$ cat src/rtl/match_collector_if.sv
// Output stream of the match collector toward the host DMA.
// FWFT valid/ready: data is held while ready is low.
interface match_collector_if #(
  parameter int ID_WIDTH = 16
);
  logic [2*ID_WIDTH-1:0] o_Data;
  logic                  o_Valid;
  logic                  i_Ready;

  modport master (
    output o_Data,
    output o_Valid,
    input  i_Ready
  );

  modport slave (
    input  o_Data,
    input  o_Valid,
    output i_Ready
  );
endinterface

$ cat src/rtl/match_collector.sv
// Buffers matching ID pairs from the Tanimoto comparator
// in a FWFT FIFO and tracks batch progress and statistics.
module match_collector #(
  parameter int ID_WIDTH   = 16,
  parameter int FIFO_DEPTH = 64,
  parameter int STAT_WIDTH = 32
) (
  input  logic                  clk,
  input  logic                  rst,
  input  logic                  i_Start,
  input  logic                  i_Valid,
  input  logic                  i_Match,
  input  logic                  i_Last,
  input  logic [ID_WIDTH-1:0]   i_IdA,
  input  logic [ID_WIDTH-1:0]   i_IdB,
  match_collector_if.master     out_if,
  output logic [STAT_WIDTH-1:0] o_MatchCnt,
  output logic [STAT_WIDTH-1:0] o_DropCnt,
  output logic                  o_Overflow,
  output logic                  o_Busy,
  output logic                  o_Done
);

  localparam int AW = $clog2(FIFO_DEPTH);

  typedef enum logic [1:0] {
    IDLE,
    COLLECT,
    DRAIN,
    DONE
  } state_t;

  state_t state;

  logic [2*ID_WIDTH-1:0] mem [FIFO_DEPTH];
  logic [AW:0] wr_ptr;
  logic [AW:0] rd_ptr;
  logic [AW:0] rd_nxt;

  logic empty;
  logic full;
  logic pop;
  logic push_req;
  logic push_ok;
  logic drop;
  logic last_pop;

  assign empty = (wr_ptr == rd_ptr);
  assign full  = (wr_ptr[AW] != rd_ptr[AW]) &&
                 (wr_ptr[AW-1:0] == rd_ptr[AW-1:0]);

  assign pop      = !empty && out_if.i_Ready;
  assign push_req = (state == COLLECT) && i_Valid && i_Match;
  // A full FIFO still takes the push if a slot frees this cycle
  assign push_ok  = push_req && (!full || pop);
  assign drop     = push_req && full && !pop;

  assign rd_nxt   = rd_ptr + 1'b1;
  assign last_pop = pop && (rd_nxt == wr_ptr);

  assign out_if.o_Valid = !empty;
  assign out_if.o_Data  = empty ? '0 : mem[rd_ptr[AW-1:0]];

  assign o_Busy = (state == COLLECT) || (state == DRAIN);
  assign o_Done = (state == DONE);

  always_ff @(posedge clk) begin
    if (push_ok) begin
      mem[wr_ptr[AW-1:0]] <= {i_IdA, i_IdB};
    end
  end

  always_ff @(posedge clk) begin
    if (rst) begin
      state      <= IDLE;
      wr_ptr     <= '0;
      rd_ptr     <= '0;
      o_MatchCnt <= '0;
      o_DropCnt  <= '0;
      o_Overflow <= 1'b0;
    end else begin
      if (push_ok) begin
        wr_ptr     <= wr_ptr + 1'b1;
        o_MatchCnt <= o_MatchCnt + 1'b1;
      end
      if (pop) begin
        rd_ptr <= rd_nxt;
      end
      if (drop) begin
        o_DropCnt  <= o_DropCnt + 1'b1;
        o_Overflow <= 1'b1;
      end

      unique case (state)
        IDLE, DONE: begin
          if (i_Start) begin
            state      <= COLLECT;
            o_MatchCnt <= '0;
            o_DropCnt  <= '0;
            o_Overflow <= 1'b0;
          end
        end
        COLLECT: begin
          if (i_Valid && i_Last) begin
            state <= DRAIN;
          end
        end
        DRAIN: begin
          if (empty || last_pop) begin
            state <= DONE;
          end
        end
        default: state <= IDLE;
      endcase
    end
  end

endmodule

$ cat src/flat_wrapper.sv
// flat-port wrapper written by rule: the top's interface ports become plain ports
module match_collector_flat 
#(
  parameter int ID_WIDTH   = 16,
  parameter int FIFO_DEPTH = 64,
  parameter int STAT_WIDTH = 32
)
  (clk, rst, i_Start, i_Valid, i_Match, i_Last, i_IdA, i_IdB, o_MatchCnt, o_DropCnt, o_Overflow, o_Busy, o_Done, out_if_o_Data, out_if_o_Valid, out_if_i_Ready);
  match_collector_if #(.ID_WIDTH(ID_WIDTH)) out_if_i ();
  input  logic clk;
  input  logic rst;
  input  logic i_Start;
  input  logic i_Valid;
  input  logic i_Match;
  input  logic i_Last;
  input  logic [ID_WIDTH-1:0] i_IdA;
  input  logic [ID_WIDTH-1:0] i_IdB;
  output logic [STAT_WIDTH-1:0] o_MatchCnt;
  output logic [STAT_WIDTH-1:0] o_DropCnt;
  output logic o_Overflow;
  output logic o_Busy;
  output logic o_Done;
  output wire logic [$bits(out_if_i.o_Data)-1:0] out_if_o_Data;
  output wire logic [$bits(out_if_i.o_Valid)-1:0] out_if_o_Valid;
  input wire logic [$bits(out_if_i.i_Ready)-1:0] out_if_i_Ready;
  assign out_if_o_Data = out_if_i.o_Data;
  assign out_if_o_Valid = out_if_i.o_Valid;
  assign out_if_i.i_Ready = out_if_i_Ready;
  match_collector #(.ID_WIDTH(ID_WIDTH), .FIFO_DEPTH(FIFO_DEPTH), .STAT_WIDTH(STAT_WIDTH)) u_core (.clk(clk), .rst(rst), .i_Start(i_Start), .i_Valid(i_Valid), .i_Match(i_Match), .i_Last(i_Last), .i_IdA(i_IdA), .i_IdB(i_IdB), .out_if(out_if_i), .o_MatchCnt(o_MatchCnt), .o_DropCnt(o_DropCnt), .o_Overflow(o_Overflow), .o_Busy(o_Busy), .o_Done(o_Done));
endmodule
$ cat config.mk
export PLATFORM = sky130hd
export DESIGN_NAME = match_collector_flat
export DESIGN_NICKNAME = d
export VERILOG_FILES = /design/src/rtl/match_collector_if.sv /design/src/rtl/match_collector.sv /design/src/flat_wrapper.sv
export SDC_FILE = /design/constraint.sdc
export NUM_CORES = 2
export LEC_CHECK = 0
export CORE_UTILIZATION = 35
export DETAILED_ROUTE_END_ITERATION = 7
export GPL_ROUTABILITY_DRIVEN = 1
export PLACE_DENSITY = 0.54
export SLEW_MARGIN = 20
export SYNTH_ARGS = -nofsm -noshare
export SYNTH_HDL_FRONTEND = slang
export SYNTH_SLANG_ARGS = --single-unit
$ cat constraint.sdc
create_clock -name clk -period 3.9 [get_ports clk]
set_input_delay 0.78 -clock clk [delete_from_list [all_inputs] [get_ports clk]]
set_output_delay 0.78 -clock clk [all_outputs]
set_load 0.02 [all_outputs]
==> flow_summary.yaml <==
yosys:
  synth_edf_count: 2048
  async_reset_ff_share_pct: 0
  syn_nets: 3948
  synth-seq-area-share_pct: 76.7
  yosysMostFrequentCell: "edfxtp_1"
  synth_area_per_cell_um2: 21.1
  synthCells: 3902
  synth-seq-cells: 2135
  yosys-top-cells-count: "edfxtp_1 (2048), mux4_2 (519), nor2_1 (184)"
  yosys.area.top_type: "edfxtp_1"
  synthesis.area_um2: 82400
  yosysWarningCount: 0
  synth.area.top_cells: "edfxtp_1 (75%), mux4_2 (14%), dfxtp_1 (2.1%), mux2i_1 (1.0%), nor2_1 (0.84%)"
  yosys_most_used_dff: "edfxtp_1"
  ys_types: 69
  synth_top_area_share_pct: 74.6
setup_path:
  worst_setup_path_end_kind: "output port"
  critical_path_required_ps: 3120
  cp-start-kind: "flip-flop"
  path_class: "reg2out"
  crit_fanout: 7
  arrival_ps: 3450
place:
  place.gp.congestion: 0.794
  dp_slack_ps: -156
  port_buffers: 138
  hpwlAfterDp_um: 148000
clock_tree:
  cts.reportedPaths.clkPinSlew_ps: 60
  cts_buffers: 216
  clockRootBuffer: "clkbuf_16"
  htree_num_levels: 4
  clock_sinks: 2135
  clk_latency_ps: 880
  cts_buffer_depth: 3
  tritoncts: "yes"
detailed_routing:
  wl_per_cell_um: 33.5
  first_pass_iters: 6
  vias_per_cell: 5.66
  via_count: 44583
  routed_wl_um: 264000
  drtIter0Drc: 5773
  route.antenna.remaining_nets: 0
  drcViolationCount: 0
flow_run:
  cap_violations: 0
global_route:
  antenna_found_initial: 13
  grt_pass1_wl_um: 359000
  grt_use_total_pct: 22.0
  grt_overflow_total: 0
  grt_max_degree: 65
  grt_pass1_vias: 43426
sta:
  slew_violations: 0
  relSlewSlack_pct: 26.3
  final.setup.worst_slack_ps: -328
  fin_skew_ps: 58.5
  setup_viol: 32
  finalCritPeriodShare_pct: 108
  fin_tns_setup_ps: -7110
  fin_hold_ws_ps: 407
  fmax_ghz: 0.237
  hold_viol_final: 0
  tightestPinTransition_ps: 1100
  finalCriticalPeriod_ps: 4230
  rsz0062_at_grt: "true"
power:
  vdd_drop_max_uv: 408
  total_leakage_power_nw: 31.4
  powerDensity_nw_per_um2: 493
floorplanning:
  fp.dieH_um: 487
  io_pins: 139
  start_util_pct: 35.3
  core_area_um2: 233000
  die_x_um: 487
  die-area_um2: 237000
  rows: 177
final_layout:
  syn_to_final_growth_pct: 24.1
  drive_gt1_share_pct: 35.6
  nNetsFinal: 4615
  final_util_pct: 43.8
hold_path:
  hp-class: "in2reg"
run_status:
  outcome: "finished with violations"
  violations: "setup timing"
[cells by family after synthesis]
family	Yosys count	share of synthesized area, %
xor+xnor	61	0.657
simple gates	534	3.13
mux	618	15.4
flops	2135	76.7
buf+inv	230	1.29
fa+ha+maj	7	0.106
compound gates	317	2.66
[routing by layer]
layer	share of wire (%)	vias to the layer above	wire, um	global-route usage, %
li1	-	17737	-	-
met2	48	2140	125000	34.9
met4	3.0	8	7990	6.52
met1	41	24340	109000	30.9
met3	8.1	358	21400	3.83
met5	0.022	-	57	0
[critical path: stages (launching register included)]
cell and delay, ps:
dfxtp_4 370, buf_12 160, buf_16 160, clkbuf_16 160, buf_4 110, mux4_2 510
mux2i_2 220, a22oi_1 120, nand4_1 310, a31oi_4 150, buf_6 170, buf_12 130
[cell type report]
cell class	count	area (um2)
tap	3132	3920
clock buffer	277	5670
multi-input combinational	1537	19700
clock inverter	115	1120
antenna	6	15.0
inverter	16	63.8
sequential	2135	63300
timing repair buffer	663	8450
fill	19919	131000
[state kept, by name (all words and copies together), names as in the netlist, named ones only]
register / count
u_core.o_Overflow: 1
u_core.o_DropCnt: 32
u_core.mem: 2048
u_core.wr_ptr: 7
u_core.rd_ptr: 7
u_core.o_MatchCnt: 32
u_core.state: 2
[worst paths after layout]
path	slack, ps	depth (start not counted)	end	startpoint
worst max-delay path	-330	11	out_if_o_Data[22]	flip-flop
worst min-delay path	410	1	u_core.mem[22][10]	i_IdB[10]
worst max register to register	530	8	u_core.mem[63][5]	u_core.rd_ptr[4]
worst min register to register	480	2	u_core.o_DropCnt[31]	u_core.o_DropCnt[31]
[where the power goes]
part / internal (mW) / total (mW) / switching (mW) / leakage (nW)
sequential: 25.1 / 25.2 / 0.0278 / 19.1
clock: 11.2 / 20.1 / 8.87 / 3.27
combinational: 2.59 / 5.10 / 2.51 / 9.04
[metrics by stage]
step	total power [mW]	cell area (um2)	instances
after floorplan	27.7	82400	3902
after global placement	29.5	91200	7313
after detailed placement	29.5	91200	7314
after CTS	50.5	101000	7837
after global routing	51.8	102000	7876
final	50.4	102000	7881
[cells in the final DEF (no fill, tap or decap), types with 11 or more instances in the layout]
| master | synthesis | final |
|---|---|---|
| buf_6 | 0 | 51 |
| nand3_1 | 59 | 41 |
| a22o_1 | 15 | 15 |
| o21ai_0 | 41 | 17 |
| nor2_4 | 0 | 68 |
| a22oi_1 | 78 | 44 |
| o21ai_1 | 0 | 11 |
| mux2i_1 | 84 | 76 |
| buf_12 | 0 | 148 |
| clkdlybuf4s50_1 | 0 | 73 |
| edfxtp_1 | 2048 | 2048 |
| nand3_2 | 0 | 16 |
| a211oi_2 | 0 | 14 |
| or3_1 | 13 | 11 |
| buf_4 | 19 | 310 |
| or4_1 | 13 | 13 |
| buf_16 | 0 | 37 |
| mux4_2 | 519 | 519 |
| a21oi_1 | 70 | 41 |
| clkinv_1 | 1 | 58 |
| bufinv_16 | 0 | 15 |
| clkbuf_1 | 70 | 59 |
| dfxtp_1 | 87 | 77 |
| inv_1 | 12 | 12 |
| bufbuf_16 | 0 | 11 |
| nand4_1 | 35 | 35 |
| nand2_1 | 126 | 117 |
| buf_8 | 0 | 17 |
| clkinv_2 | 0 | 24 |
| a21oi_2 | 0 | 23 |
| and3_1 | 18 | 17 |
| nor2_1 | 184 | 105 |
| a22oi_2 | 0 | 34 |
| xor2_1 | 36 | 33 |
| xnor2_1 | 24 | 24 |
| clkbuf_16 | 0 | 224 |
| nor2_2 | 0 | 11 |
[what timing repair did]
item                                    in CTS  in global routing
endpoints found under the setup margin      33                 32
gates cloned                                30                  7
resized for setup                          278                168
hold buffers                                 0                  0
pin swaps                                   59                 71
setup buffers                              109                 45
No activity file was read; power rests on OpenSTA's default activity.
